**src/rtl/blackjack_round_ctrl.sv**
```systemverilog
// Blackjack round sequencer: deals two cards each, runs player hit/stand, dealer
// draw-to-threshold, and scores the round. Totals and result are registered.
module blackjack_round_ctrl #(
    parameter int DEALER_STAND = 17
) (
    input  logic       clk,
    input  logic       rst_n,
    input  logic       hit_pressed,
    input  logic       stand_pressed,
    input  logic       deal_pressed,
    output logic       card_req,
    input  logic       card_valid,
    input  logic [3:0] card_value,
    output logic [4:0] player_total,
    output logic [4:0] dealer_total,
    output logic [1:0] result,
    output logic [3:0] state
);

    typedef enum logic [3:0] {
        IDLE    = 4'd0,
        DEAL_P1 = 4'd1,
        DEAL_D1 = 4'd2,
        DEAL_P2 = 4'd3,
        DEAL_D2 = 4'd4,
        PLAYER  = 4'd5,
        P_DRAW  = 4'd6,
        DEALER  = 4'd7,
        D_DRAW  = 4'd8,
        RESULT  = 4'd9
    } state_t;

    localparam logic [5:0] STAND_T = 6'(DEALER_STAND);

    state_t     cur, nxt;
    logic [4:0] p_hard, d_hard, p_hard_n, d_hard_n;
    logic       p_ace, d_ace, p_ace_n, d_ace_n;
    logic [1:0] result_n;
    logic       accept;

    function automatic logic [4:0] card_points(input logic [3:0] v);
        return (v == 4'd0 || v > 4'd10) ? 5'd10 : {1'b0, v};
    endfunction

    function automatic logic [4:0] sat_add(input logic [4:0] h, input logic [4:0] p);
        logic [5:0] s;
        s = {1'b0, h} + {1'b0, p};
        return (s > 6'd31) ? 5'd31 : s[4:0];
    endfunction

    // An ace is promoted to 11 only when that keeps the hand at or under 21.
    function automatic logic [4:0] best_total(input logic [4:0] h, input logic a);
        return (a && h <= 5'd11) ? h + 5'd10 : h;
    endfunction

    always_comb begin
        card_req = (cur == DEAL_P1) || (cur == DEAL_D1) || (cur == DEAL_P2) ||
                   (cur == DEAL_D2) || (cur == P_DRAW)  || (cur == D_DRAW);
    end

    assign accept = card_req && card_valid;
    assign state  = cur;

    always_comb begin
        nxt      = cur;
        p_hard_n = p_hard;
        d_hard_n = d_hard;
        p_ace_n  = p_ace;
        d_ace_n  = d_ace;
        result_n = result;
        case (cur)
            IDLE, RESULT: begin
                if (deal_pressed) begin
                    p_hard_n = 5'd0;
                    d_hard_n = 5'd0;
                    p_ace_n  = 1'b0;
                    d_ace_n  = 1'b0;
                    result_n = 2'b00;
                    nxt      = DEAL_P1;
                end
            end
            DEAL_P1, DEAL_P2, P_DRAW: begin
                if (accept) begin
                    p_hard_n = sat_add(p_hard, card_points(card_value));
                    p_ace_n  = p_ace || (card_value == 4'd1);
                    if (cur == DEAL_P1) begin
                        nxt = DEAL_D1;
                    end else if (cur == DEAL_P2) begin
                        nxt = DEAL_D2;
                    end else if (best_total(p_hard_n, p_ace_n) > 5'd21) begin
                        nxt      = RESULT;
                        result_n = 2'b10;
                    end else begin
                        nxt = PLAYER;
                    end
                end
            end
            DEAL_D1, DEAL_D2, D_DRAW: begin
                if (accept) begin
                    d_hard_n = sat_add(d_hard, card_points(card_value));
                    d_ace_n  = d_ace || (card_value == 4'd1);
                    nxt      = (cur == DEAL_D1) ? DEAL_P2 :
                               (cur == DEAL_D2) ? PLAYER  : DEALER;
                end
            end
            PLAYER: begin
                if (stand_pressed) begin
                    nxt = DEALER;
                end else if (hit_pressed) begin
                    nxt = P_DRAW;
                end
            end
            DEALER: begin
                if ({1'b0, dealer_total} < STAND_T) begin
                    nxt = D_DRAW;
                end else begin
                    nxt = RESULT;
                    if (dealer_total > 5'd21)             result_n = 2'b01;
                    else if (player_total > dealer_total) result_n = 2'b01;
                    else if (player_total < dealer_total) result_n = 2'b10;
                    else                                  result_n = 2'b11;
                end
            end
            default: nxt = IDLE;
        endcase
    end

    always_ff @(posedge clk or posedge rst_n) begin
        if (rst_n) begin
            cur          <= IDLE;
            p_hard       <= 5'd0;
            d_hard       <= 5'd0;
            p_ace        <= 1'b0;
            d_ace        <= 1'b0;
            player_total <= 5'd0;
            dealer_total <= 5'd0;
            result       <= 2'b00;
        end else begin
            cur          <= nxt;
            p_hard       <= p_hard_n;
            d_hard       <= d_hard_n;
            p_ace        <= p_ace_n;
            d_ace        <= d_ace_n;
            player_total <= best_total(p_hard_n, p_ace_n);
            dealer_total <= best_total(d_hard_n, d_ace_n);
            result       <= result_n;
        end
    end

endmodule

```
**config.mk**
```make
export PLATFORM = sky130hd
export DESIGN_NAME = blackjack_round_ctrl
export DESIGN_NICKNAME = d
export VERILOG_FILES = /design/src/rtl/blackjack_round_ctrl.sv
export SDC_FILE = /design/constraint.sdc
export NUM_CORES = 1
export LEC_CHECK = 0
export CORE_UTILIZATION = 30
export CTS_CLUSTER_SIZE = 30
export DETAILED_ROUTE_END_ITERATION = 12
export PLACE_DENSITY = 0.47
export RECOVER_POWER = 100
export SYNTH_ARGS = -nofsm -noshare
export SYNTH_HDL_FRONTEND = slang
export SYNTH_SLANG_ARGS = --single-unit
```
**constraint.sdc**
```tcl
create_clock -name clk -period 9.6 [get_ports clk]
set_clock_uncertainty 0.2 [all_clocks]
set_input_delay 1.92 -clock clk [delete_from_list [all_inputs] [get_ports clk]]
set_output_delay 1.92 -clock clk [all_outputs]
set_load 0.02 [all_outputs]
```
== Word level (Yosys, flattened, before mapping) ==
Index checks and enable logic that the tools add are counted.

* Bits in registers: 28
* Latch bits: 0
* Bits in writable memories: 0
* ROM bits: 0
* Input bits: 10
* Output and inout bits: 17
* Memories kept: 0

* $add $sub $neg: 5
* $mul: 0
* Divide/modulo/power cells: 0
* Magnitude comparators: 11
* Eq/ne operators: 18
* Shift operators: 0
* Multiplexer cells: 40
* Bitwise logic cells: 0
* Reduce and logical (&&, ||, !) cells: 20

{| class="wikitable"
|+ Operators with widths
! kind !! number
|-
| two-way mux 5 bit || 9
|-
| two-way mux 4 bit || 9
|-
| case mux 4 bit (5 select lines) || 1
|-
| case mux 5 bit (2 select lines) || 2
|-
| two-way mux 2 bit || 9
|-
| == test 4 x 3 -> 1 bit, second input constant || 4
|-
| adder 5 x 4 -> 5 bit, second input constant || 3
|-
| <= comparator 5 x 4 -> 1 bit, second input constant || 3
|-
| inequality test 2 bit, second input constant || 7
|-
| > comparator 6 x 5 -> 1 bit, second input constant || 2
|-
| > comparator 5 bit, second input constant || 2
|-
| == test 4 x 1 -> 1 bit, second input constant || 2
|-
| == test 4 x 2 -> 1 bit, second input constant || 2
|-
| == test 4 bit, second input constant || 2
|-
| logical NOT 4 bit || 2
|-
| logical OR 1 bit || 8
|-
| AND reduction 7 bit || 1
|-
| adder 5 x 4 -> 6 bit || 1
|-
| adder 5 x 5 -> 6 bit || 1
|-
| two-way mux 1 bit || 6
|-
| case mux 2 bit (3 select lines) || 1
|-
| OR reduction 3 bit || 2
|-
| > comparator 5 bit || 1
|-
| < comparator 5 bit || 1
|-
| other kinds (9) || 13
|}

== Depth between registers and ports, before layout ==
* Word-level depth: 15
* Depth in mapped cells: 15
* Depth with buffers taken out: 15

== Worst setup path after synthesis ==
No wires, ideal clock.

* Kind: input to register
* Start: in card_value[1]
* End: reg result[1]
* Arrival: 4.676 ns
* Data required time: 9.272 ns
* Setup slack: 4.596 ns
* Cell stages on the path: 14
* Path buffers: 0
* Cell sequence: or2_2 a21boi_0 ha_1 fa_1 inv_1 o221ai_1 ha_1 nor2_1 nor2_1 a311oi_1 mux2i_1 o21ai_1 o21ai_1 mux2_1

* Longest elaborated chain between the ends: 12

{| class="wikitable"
|+ RTL lines
! item !! line !! source
|-
| start: declaration || 13 || <nowiki>input logic [3:0] card_value,</nowiki>
|-
| > comparator 4 bit or logical NOT 4 bit (tied branches) || 42 || <nowiki>return (v == 4'd0 || v > 4'd10) ? 5'd10 : {1'b0, v};</nowiki>
|-
| logical OR 1 bit || 42 ||
|-
| two-way mux 4 bit || 42 ||
|-
| adder 5 x 5 -> 6 bit || 47 || <nowiki>s = {1'b0, h} + {1'b0, p};</nowiki>
|-
| > comparator 6 x 5 -> 1 bit || 48 || <nowiki>return (s > 6'd31) ? 5'd31 : s[4:0];</nowiki>
|-
| two-way mux 5 bit || 48 ||
|-
| <= comparator 5 x 4 -> 1 bit || 53 || <nowiki>return (a && h <= 5'd11) ? h + 5'd10 : h;</nowiki>
|-
| logical AND 1 bit || 53 ||
|-
| two-way mux 5 bit (*) || 53 ||
|-
| > comparator 5 bit (*) || 90 || <nowiki>end else if (best_total(p_hard_n, p_ace_n) > 5'd21) begin</nowiki>
|-
| inequality test 2 bit (no line) (*) || - ||
|-
| AND reduction 7 bit (no line) (*) || - ||
|-
| end signal: assignment || 146 || <nowiki>result <= result_n;</nowiki>
|-
| end: declaration || 16 || <nowiki>output logic [1:0] result,</nowiki>
|}

Every way passes the cells marked *; elsewhere a longest branch is shown, timed or not.
A chain may end at the register's enable or synchronous reset.

== Worst setup path in the final report ==
* Start: in card_value[3]
* End: reg result[1]

Same word-level chain as after synthesis.

==> flow_metrics.env <==
export IMPL_synth_edf_count=0
export IMPL_drt_vias_per_instance=5.24
export IMPL_drt_iter0_drc=140
export IMPL_critPathKind="in2reg"
export IMPL_overflow=0
export IMPL_syn_avg_cell_area_um2=8.73
export IMPL_cts_hold_buf=0
export IMPL_die_area_um2=8630
export IMPL_synth_simple_area_share_pct=21.1
export IMPL_tns_ps=0
export IMPL_antenna_found_initial=0
export IMPL_synthCells=284
export IMPL_gp_congestion=0.820
export IMPL_track_usage_pct=14.8
export IMPL_synth_cell_types=77
export IMPL_dr_pass1_iters=4
export IMPL_core_area_um2=7850
export IMPL_syn_area_um2=2480
export IMPL_routed_wl_um=6180
export IMPL_switchingPower_uw=499
export IMPL_clock_path_buffers=2
export IMPL_syn_num_nets=315
export IMPL_synthAdderAreaFrac_pct=11.6
export IMPL_final_hold_violation_count=0
export IMPL_layout_common_cells="26 x dfrtp_1, 25 x inv_1, 23 x nor2_1"
export IMPL_postCtsSetupBuffers=0
export IMPL_cts_resized=0
export IMPL_io_pins=27
export IMPL_ir_drop_mv=0.138
export IMPL_synth_compound_area_share_pct=27.7
export IMPL_io_buffers=26
export IMPL_min_path_type="reg2reg"
export IMPL_rows=32
export IMPL_path_clk_slew_ps=100
export IMPL_setup_violations=0
export IMPL_fp_dieW_um=92.9
export IMPL_clock_root_buffer="clkbuf_8"
export IMPL_synth_ff_type="dfrtp_1"
export IMPL_slew_headroom_pct=27.6
export IMPL_worstPathMaxFanout=8
export IMPL_finalPower_uw=990
export IMPL_grt_pass1_wl_um=10100
export IMPL_clk_latency_ps=280
export IMPL_swShare_pct=50.4
export IMPL_critical_path_required_ps=9570
export IMPL_critPathCaptureType="flop"
export IMPL_power_density_nw_per_um2=355
export IMPL_layout_commonest_cell="dfrtp_1"
export IMPL_yosysWarnings=0
export IMPL_num_antenna_cells=0
export IMPL_drv_cap=0
export IMPL_yosysSeqAreaShare_pct=26.2
export IMPL_power_frac_seq_pct=25.0
export IMPL_fillers=842
export IMPL_synthArstFlopShare_pct=100
export IMPL_rsz0062_at_grt="false"
export IMPL_muxShareOfSynthArea_pct=3.43
export IMPL_initial_core_util_pct=31.6
export IMPL_synth_ff_latch_count=26
export IMPL_status="completed"
export IMPL_synth_top_family_by_area="compound AO/OA/AOI/OAI gates"
export IMPL_internal_power_uw=491
export IMPL_dr_total_vias=2105
export IMPL_cts_htree_levels=1
export IMPL_layout_min_cycle_time_ps=5830
export IMPL_max_freq_mhz=172
export IMPL_grt_max_degree=32
export IMPL_cts_made_buffers=3
export IMPL_power_frac_clock_pct=7.6
export IMPL_hpwl_um=4670
export IMPL_grt_pass1_vias=1956
export IMPL_drive_above_1_share_pct=6.00
export IMPL_routedWlPerCell_um=15.4
export IMPL_postRouteAntennaNets=0
export IMPL_pwr_share_comb_pct=67.4
export IMPL_min_period_over_period_pct=60.7
export IMPL_worst_pin_slew_ps=1080
export IMPL_cts_tree="done"
export IMPL_final_nets=332
export IMPL_synthXorXnorAreaFrac_pct=2.47
export IMPL_clock_sinks=26
export IMPL_slew_violations=0
export IMPL_post_route_drc_count=0
export IMPL_cp_start_kind="input pin"
export IMPL_leakage_nw=1.20
export IMPL_syn2layout_area_growth_pct=12.6
export IMPL_dieHeight_um=92.9
export IMPL_cp_arrival_ps=5790
-- synthesized netlist by cell type (4+ instances only) --
cell type,count,area (µm²)
mux2i_1,4,40.0
xnor2_1,5,43.8
ha_1,19,238
nand2b_1,11,68.8
inv_1,25,93.8
nand3_1,5,25.0
a22o_1,4,35.0
nor2_1,22,82.6
buf_4,6,45.0
a21oi_1,14,70.1
nand2_1,16,60.1
dfrtp_1,26,651
o211ai_1,4,30.0
o21ai_0,12,60.1
nor3_1,7,35.0
nor2b_1,7,43.8
-- cell type report --
cell class | instances | area [µm²] | area share [%]
multi-input cells | 218 | 1600 | 57.3
clock buffers | 4 | 55.1 | 1.97
well taps | 102 | 128 | 4.57
inverters | 26 | 97.6 | 3.49
flip-flops and latches | 26 | 651 | 23.3
repair buffers | 26 | 260 | 9.32
-- worst max-delay path, stage by stage --
cell           delay (ps)
dlygate4sd3_1         630
nor3_1                 70
a211o_1               350
ha_1                  300
a21oi_1               530
o221ai_1              370
inv_1                 120
ha_1                  230
nor2_1                 90
nor2_1                 50
a311oi_1              190
mux2i_1               100
o21ai_0               310
o21ai_0               200
mux2_1                340
-- flip-flops by register name (all words and copies together), names as in the netlist --
| register | flops |
|---|---|
| d_ace | 1 |
| player_total | 4 |
| result | 2 |
| dealer_total | 4 |
| p_ace | 1 |
| p_hard | 5 |
| d_hard | 5 |
| state | 4 |
-- routing by layer --
metal  vias up  routed length, µm  track usage, %
met5         -                  0               0
met1       986               3100            21.5
met4         0                 53            3.46
li1       1067                  -               -
met3         5                272            1.72
met2        47               2760            23.0
-- final timing paths --
kind,slack (ps),start,depth (start not counted),end
max,3770,card_value[3],15,result[1]
min,310,result[1],1,result[1]
max reg2reg,6040,p_hard[1],12,result[1]
min reg2reg,310,result[1],1,result[1]
max in group asynchronous,6400,rst_n,2,result[1]
min in group asynchronous,2150,rst_n,2,dealer_total[1]
-- cells by family (layout without fill, tap and decap cells) --
logic type	count (synthesis)	in the layout
XOR/XNOR	7	7
adder cells (fa/ha/maj)	22	22
AND/OR/NAND/NOR	94	94
buffers and inverters	40	56
AO/OA/AOI/OAI	87	87
flip-flops	26	26
multiplexers	8	8
-- power by group through the flow --
stage,clock (mW),sequential [mW],combinational [mW]
after floorplan,0,0.223,0.559
after global placement,0,0.253,0.703
after detailed placement,0,0.253,0.698
after CTS,0.0778,0.251,0.704
after global routing,0.0814,0.261,0.742
final,0.0756,0.247,0.667
-- metrics by stage --
stage          setup WS, ps  hold WS, ps  utilization [%]  instances  area (µm²)
4_1_cts                4100          325             36.1        402        2840
3_5_place_dp           3790          297             35.4        398        2780
6_report               3770          307             35.6        402        2790
3_3_place_gp           3900          292             35.4        398        2780
5_1_grt                3410          343             35.6        402        2790
2_1_floorplan          4600          294                -        284        2480
Power figures use the tool's default switching activity.
